## src/rtl/mpd_prj_switch_ctrl.sv

```systemverilog
// mpd_prj_switch_ctrl: sequences clock gating, reset and return-bus select when switching user projects.
// Optional project watchdog (prj_alive/wdt_fired) is built when MPD_PRJ_SWITCH_WDT_EN is defined.
module mpd_prj_switch_ctrl #(
    parameter int NUM_PRJ       = 4,
    parameter int SEL_W         = 2,
    parameter int RST_CYCLES    = 16,
    parameter int SETTLE_CYCLES = 4
`ifdef MPD_PRJ_SWITCH_WDT_EN
    ,
    parameter int WDT_W         = 20
`endif
) (
    input  logic             fabric_clk,
    input  logic             resetb,
    input  logic             fabric_done,
    input  logic             req_valid,
    input  logic [SEL_W-1:0] req_sel,
`ifdef MPD_PRJ_SWITCH_WDT_EN
    input  logic             prj_alive,
    output logic             wdt_fired,
`endif
    output logic             req_ready,
    output logic [SEL_W-1:0] cur_sel,
    output logic             prj_reset,
    output logic             clk_gate_en,
    output logic             busy,
    output logic             err_invalid,
    output logic [7:0]       switch_count
);
    localparam int CNT_MAX = RST_CYCLES > SETTLE_CYCLES ? RST_CYCLES : SETTLE_CYCLES;
    localparam int CNT_W   = $clog2(CNT_MAX + 1);
    localparam logic [CNT_W-1:0] SETTLE_LD = CNT_W'(SETTLE_CYCLES - 1);
    localparam logic [CNT_W-1:0] RST_LD    = CNT_W'(RST_CYCLES - 1);

    typedef enum logic [2:0] {BOOT, IDLE, GATE, RESET, CLKRST} state_t;

    state_t           state_q, state_d;
    logic [CNT_W-1:0] cnt_q, cnt_d;
    logic [SEL_W-1:0] cap_q, cap_d, cur_sel_q;
    logic [7:0]       switch_count_q;
    logic             req_ready_q, prj_reset_q, clk_gate_en_q, busy_q, err_invalid_q;
    logic             accept, valid_sel, cnt_done, wdt_trip;

    assign accept    = req_valid && req_ready_q;
    assign valid_sel = int'(req_sel) < NUM_PRJ;
    assign cnt_done  = cnt_q == '0;

`ifdef MPD_PRJ_SWITCH_WDT_EN
    logic             alive_q, wdt_fired_q, toggle;
    logic [WDT_W-1:0] wdt_cnt_q;
    localparam logic [WDT_W-1:0] WDT_LAST = {{(WDT_W-1){1'b1}}, 1'b0};

    assign toggle    = prj_alive ^ alive_q;
    // Trip on the cycle the counter would reach all-ones.
    assign wdt_trip  = state_q == IDLE && fabric_done && !toggle && wdt_cnt_q == WDT_LAST;
    assign wdt_fired = wdt_fired_q;

    always_ff @(posedge fabric_clk or negedge resetb) begin
        if (!resetb) begin
            alive_q     <= 1'b0;
            wdt_cnt_q   <= '0;
            wdt_fired_q <= 1'b0;
        end else begin
            alive_q     <= prj_alive;
            wdt_cnt_q   <= (state_q != IDLE || toggle) ? '0 : wdt_cnt_q + 1'b1;
            wdt_fired_q <= wdt_fired_q || wdt_trip;
        end
    end
`else
    assign wdt_trip = 1'b0;
`endif

    always_comb begin
        state_d = state_q;
        cnt_d   = cnt_done ? cnt_q : cnt_q - 1'b1;
        cap_d   = cap_q;
        case (state_q)
            BOOT: if (fabric_done) begin
                state_d = CLKRST;
                cnt_d   = SETTLE_LD;
            end
            IDLE: if ((accept && valid_sel) || wdt_trip) begin
                state_d = GATE;
                cnt_d   = SETTLE_LD;
                cap_d   = (accept && valid_sel) ? req_sel : cur_sel_q;
            end
            GATE: if (cnt_done) begin
                state_d = RESET;
                cnt_d   = RST_LD;
            end
            RESET: if (cnt_done) begin
                state_d = CLKRST;
                cnt_d   = SETTLE_LD;
            end
            CLKRST: if (cnt_done) state_d = IDLE;
            default: state_d = BOOT;
        endcase
        // Losing fabric configuration abandons whatever is in flight.
        if (!fabric_done) state_d = BOOT;
    end

    always_ff @(posedge fabric_clk or negedge resetb) begin
        if (!resetb) begin
            state_q        <= BOOT;
            cnt_q          <= '0;
            cap_q          <= '0;
            cur_sel_q      <= '0;
            switch_count_q <= '0;
            req_ready_q    <= 1'b0;
            prj_reset_q    <= 1'b1;
            clk_gate_en_q  <= 1'b0;
            busy_q         <= 1'b1;
            err_invalid_q  <= 1'b0;
        end else begin
            state_q        <= state_d;
            cnt_q          <= cnt_d;
            cap_q          <= cap_d;
            cur_sel_q      <= (state_d == RESET && state_q != RESET) ? cap_q : cur_sel_q;
            switch_count_q <= (state_q == CLKRST && state_d == IDLE && switch_count_q != 8'hFF) ?
                              switch_count_q + 8'd1 : switch_count_q;
            req_ready_q    <= state_d == IDLE;
            prj_reset_q    <= state_d == BOOT || state_d == RESET || state_d == CLKRST;
            clk_gate_en_q  <= state_d == IDLE || state_d == CLKRST;
            busy_q         <= state_d != IDLE;
            err_invalid_q  <= state_q == IDLE && fabric_done && accept && !valid_sel;
        end
    end

    assign req_ready    = req_ready_q;
    assign cur_sel      = cur_sel_q;
    assign prj_reset    = prj_reset_q;
    assign clk_gate_en  = clk_gate_en_q;
    assign busy         = busy_q;
    assign err_invalid  = err_invalid_q;
    assign switch_count = switch_count_q;
endmodule

```

## config.mk

```make
export PLATFORM = sky130hd
export DESIGN_NAME = mpd_prj_switch_ctrl
export DESIGN_NICKNAME = d
export VERILOG_FILES = /design/src/rtl/mpd_prj_switch_ctrl.sv
export SDC_FILE = /design/constraint.sdc
export NUM_CORES = 1
export LEC_CHECK = 0
export CELL_PAD_IN_SITES_DETAIL_PLACEMENT = 1
export CELL_PAD_IN_SITES_GLOBAL_PLACEMENT = 2
export CORE_ASPECT_RATIO = 1.75
export CORE_MARGIN = 2
export CORE_UTILIZATION = 35
export CTS_CLUSTER_DIAMETER = 30
export DETAILED_ROUTE_END_ITERATION = 8
export PLACE_DENSITY_LB_ADDON = 0.1
export SYNTH_ARGS = -nofsm -noshare
export SYNTH_HDL_FRONTEND = slang
export SYNTH_SLANG_ARGS = --single-unit
```

## constraint.sdc

```tcl
create_clock -name fabric_clk -period 3.5 [get_ports fabric_clk]
set_input_delay 0.875 -clock fabric_clk [delete_from_list [all_inputs] [get_ports fabric_clk]]
set_output_delay 0.875 -clock fabric_clk [all_outputs]
set_load 0.005 [all_outputs]
```

## Yosys cells after proc, flatten, opt, wreduce, memory -nomap -nowiden

Cells that the tools add are included.

| storage, ports and cells | value |
|---|---|
| bits in registers | 24 |
| input port bits | 6 |
| word-level logic and storage cells | 44 |

| operators by class | value |
|---|---|
| $add $sub $neg | 2 |
| equal/unequal tests | 10 |
| multiplexer cells | 12 |
| reductions and logical operators | 11 |

Operators with widths:

| operator | number |
|---|---|
| $mux 5 | 5 |
| $pmux 5 s4 | 1 |
| $mux 3 | 5 |
| $pmux 3 s5 | 1 |
| $eq 3x2->1 const B | 3 |
| $add 8x1->8 const B | 1 |
| $ne 8x8->1 const B | 1 |
| $eq 3x1->1 const B | 2 |
| $eq 3x3->1 const B | 2 |
| $logic_not 3->1 | 2 |
| $logic_not 5->1 | 1 |
| $sub 5x1->5 const B | 1 |
| $logic_and 1x1->1 | 4 |
| $logic_or 1x1->1 | 3 |
| $ne 3x1->1 const B | 1 |
| $ne 3x2->1 const B | 1 |
| $reduce_and 2->1 | 1 |

## Depth between registers and ports, before layout

| logic depth | value |
|---|---|
| word-level depth | 7 |
| mapped depth | 8 |

## Least setup slack after synthesis

No wires, ideal clock.

| timing | value |
|---|---|
| path type | input to register |
| start point | input fabric_done |
| end point | register switch_count_q[6] (netlist: switch_count[6]) |
| setup time | 0.128 ns |
| arrival time | 1.831 ns |
| setup slack | 1.541 ns |
| cell stages on the path | 4 |
| cell sequence | clkbuf_1 -> nand4_4 -> nor3_2 -> mux2_1 |

| between the ends | value |
|---|---|
| cells in the longest elaborated chain, start to end | 4 |

Ends and longest elaborated chain:

| item | line | text |
|---|---|---|
| from (decl) | 15 | `input logic fabric_done,` |
| $mux 3 | 99 | `if (!fabric_done) state_d = BOOT;` |
| $eq 3x1->1 | 119 | `switch_count_q <= (state_q == CLKRST && state_d == IDLE && switch_count_q != 8'hFF) ?` |
| $logic_and 1x1->1 (2 in a row) | 119 |  |
| to (signal assigned) | 119 |  |
| to (decl) | 40 | `logic [7:0] switch_count_q;` |

Every way passes these cells.
A chain may end at the register's enable or synchronous reset.

## Worst setup path after layout

| timing | value |
|---|---|
| start point | register cnt_q[1] |
| end point | register switch_count_q[1] (netlist: switch_count[1]) |

| between the ends | value |
|---|---|
| cells in the longest elaborated chain, start to end | 7 |
| elaborated cells between the ends (all ways) | 9 |
| those cells by class | eq/ne (1); mux (5); reduce/logical (3) |

Ends and longest elaborated chain:

| item | line | text |
|---|---|---|
| from (decl) | 38 | `logic [CNT_W-1:0] cnt_q, cnt_d;` |
| from (signal assigned) | 116 | `cnt_q <= cnt_d;` |
| $logic_not 5->1 * | 46 | `assign cnt_done = cnt_q == '0;` |
| $mux 3 (on tied branches) | 95, 87, 91 |  |
| $pmux 3 s5 * | 77 | `case (state_q)` |
| $mux 3 * | 99 |  |
| $eq 3x1->1 * | 119 |  |
| $logic_and 1x1->1 * (2 in a row) | 119 |  |

Mark *: on every way between the ends. The rest lies on a longest branch, timed or not.

==> impl_metrics.tcl <==
set metrics [dict create \
    status "completed" \
    ys_warn_count 0 \
    r2r_end "switch_count[1]" \
    worst_setup_path_end_kind "flop" \
    viasPerCell 5.254 \
    dieArea_um2 4195 \
    tns_ps 0 \
    drc 0 \
    grt-ovfl-total 0 \
    pin_count 21 \
    start_kind "flop" \
    post-place-ws_ps 980.6 \
    crit_path_top_delay_cell "nor4b_4" \
    yosysUniqueCellTypes 42 \
    die_h_um 84.20 \
    holdCritStartpoint "cap_q[0]" \
    dpl_cell_area_um2 1506 \
    wirelength_mm 2.951 \
    clock_latency_ps 270 \
    antenna_found_initial 0 \
    critical_path_class "reg2reg" \
    cts_root_buffer "clkbuf_8" \
    drtIter0Drc 7 \
    cts_hold_buffers 0 \
    clk_pin_slew_worst_paths_ps 90 \
    floorplan.initialDensity_pct 36.17 \
    synth_top_area_share_pct 42.80 \
    nNetsFinal 153 \
    p_seq_share_pct 43.6 \
    cts_sinks 24 \
    fmax_mhz 417.5 \
    clkPwrFrac_pct 28.7 \
    fin_crit_sh_pct 68.44 \
    worst_pin_slew_ps 760.6 \
    die_w_um 49.83 \
    synth.area.top_cells "dfrtp_1 (43%), mux2_2 (4.4%), dfstp_2 (4.1%), nand2_1 (4.1%), xor2_1 (3.4%)" \
    avgSynthCellArea_um2 10.29 \
    numCtsBuffers 3 \
    drtAntennaViolNets 0 \
    synth_seq_cells 24 \
    multi_input_area_um2 626.9 \
    slew_viol_final 0 \
    antenna_cells 0 \
    hold_class "reg2reg" \
    rr_worst_depth 6 \
    core_area_um2 3556 \
    fin_ws_ps 1105 \
    syn_nets 134 \
    r2r-start "cnt_q[1]" \
    whs_ps 509.9 \
    grt_pass1_wl_mm 5.119 \
    worstPathRequired_ps 3650 \
    cts_buffer_depth 2 \
    crit_chain "inv_1 -> ha_1 -> nor4b_4 -> nand4_4 -> nor2_1 -> mux2_1" \
    async_flop_share_pct 100.0 \
    cp_data_arrival_time_ps 2550 \
    maxCapViolCount 0 \
    yosysMostFrequentCell "dfrtp_1" \
    wl_per_cell_um 15.61 \
    power.leakage_nw 0.6627 \
    grt_pass1_vias 1078 \
    whs_path_depth 1 \
    synth_top_area_cell "dfrtp_1" \
    synthCells 125 \
    worst-path-buf-inv 1 \
    grt_setup_unrepaired "no" \
    num_vias 993 \
    holdPathEnd "cap_q[0]" \
    synth_commonest_cells "dfrtp_1 (22), nand2_1 (14), nor2_1 (8), nor3_1 (8), nand3_1 (6)" \
    synth_edf_count 0 \
    skew_ps 3.856 \
    grtUsageTotal_pct 16.13 \
    grt_max_degree 25 \
    placement.io_buffers 19 \
    finalHoldViolCount 0 \
    area_growth_pct 22.67 \
    cts_tree "yes" \
    rows 29 \
    finalCriticalPeriod_ps 2395 \
    reg2reg_slack_ps 1100 \
    drive_above_1_share_pct 13.29 \
    h-tree-depth 1 \
    finalInstanceArea_um2 1578 \
    setup_violations 0 \
    ir_drop_uv 275.7 \
    gp_congestion 0.7247 \
    seq_area_frac_synth_pct 46.89 \
    switching_share_pct 30.95 \
    register_area_um2 603.1 \
    p_comb_share_pct 27.7 \
    cp_top_family "simple AND/OR/NAND/NOR gates" \
    crit_path_max_incr_delay_ps 670 \
    p_sw_mw 0.2659 \
    fill_cells 439 \
    path_max_fanout 11 \
    synth_top_flop_cell "dfrtp_1" \
    synth_area_um2 1286 \
    cts-resized-gates 0 \
    post-cts-setup-buffers 0 \
    power_density_nw_per_um2 544.6 \
    first_pass_iters 4 \
    post-route-util_pct 44.37 \
    p_int_mw 0.5933 \
    hpwl_mm 2.290 \
    max-slew-margin-rel_pct 49.08 \
]
[how the worst max path moves through the flow]
stage,start,endpoint,cells after the start
after global routing,cnt_q[1],switch_count[1],6
final,cnt_q[1],switch_count[1],6
after global placement,fabric_done,switch_count[6],4
after detailed placement,fabric_done,switch_count[1],4
after floorplan,fabric_done,switch_count[6],4
after CTS,cnt_q[1],switch_count[1],6
[per-layer routing]
layer | vias up | part of all wire, % | track usage, % | wire length, um
li1 | 471 | - | - | -
met1 | 504 | 35 | 16.61 | 1027
met2 | 14 | 61 | 31.03 | 1805
met3 | 4 | 2.1 | 1.779 | 61
met4 | 0 | 1.9 | 7.576 | 56
met5 | - | 0 | 0 | 0
[flip-flops by register name, indices dropped and copies added, names as in the netlist]
register,count
state_q,3
cap_q,2
prj_reset,1
req_ready,1
busy,1
cnt_q,5
switch_count,8
cur_sel,2
clk_gate_en,1
[through the flow]
step                cells  power [mW]
finish                189      0.8592
global route          189      0.9196
CTS                   189      0.8770
detailed placement    185      0.6256
global placement      185      0.6123
floorplan             125      0.5307
[power by group through the flow]
| stage | registers, mW | logic [mW] | clock network (mW) |
|---|---|---|---|
| floorplan | 0.362 | 0.169 | 0 |
| global placement | 0.379 | 0.233 | 0 |
| detailed placement | 0.382 | 0.243 | 0 |
| CTS | 0.377 | 0.245 | 0.255 |
| global route | 0.384 | 0.268 | 0.268 |
| finish | 0.375 | 0.238 | 0.246 |
[placed cells by master (no fill, tap or decap), drive strengths merged]
cell type      netlist  final
nor2                 8      8
nand3                6      6
dfrtp               22     22
o2bb2ai              1      1
xor2                 5      5
or3                  1      1
a211oi               1      1
clkbuf               3      3
nor4b                1      1
nor3b                1      1
mux2                 7      7
ha                   3      3
nand2b               2      2
a21o                 1      1
and4                 2      2
nor3                11     11
a21oi                2      2
bufinv               0      1
conb                 1      1
o22a                 1      1
o21a                 1      1
buf                  3      1
dfstp                2      2
nand4                2      2
o21ai                5      5
o22ai                2      2
xnor2                3      3
clkdlybuf4s50        0     19
and3                 2      2
a221oi               1      1
a21boi               1      1
nand2               14     14
nor2b                2      2
o211ai               1      1
inv                  5      5
o31a                 1      1
a32o                 1      1
[layout make-up]
cell class	instances	share of cell area [%]
clock inverter	1	1.903
sequential	24	38.22
clock buffer	3	2.617
multi-input combinational	90	39.73
timing repair buffer	20	12.53
inverter	5	1.348
tap	46	3.648
[logic make-up (layout without fill, tap and decap cells)]
family / Yosys count / in the layout / synth area share (%)
xor+xnor: 8 / 8 / 5.448
simple gates: 52 / 52 / 23.54
other cells: 1 / 1 / 0.2915
flops: 24 / 24 / 46.89
compound gates: 19 / 19 / 10.41
fa+ha+maj: 3 / 3 / 2.919
mux: 7 / 7 / 6.128
buf+inv: 11 / 29 / 4.377
No activity file was read; power rests on OpenSTA's default activity.
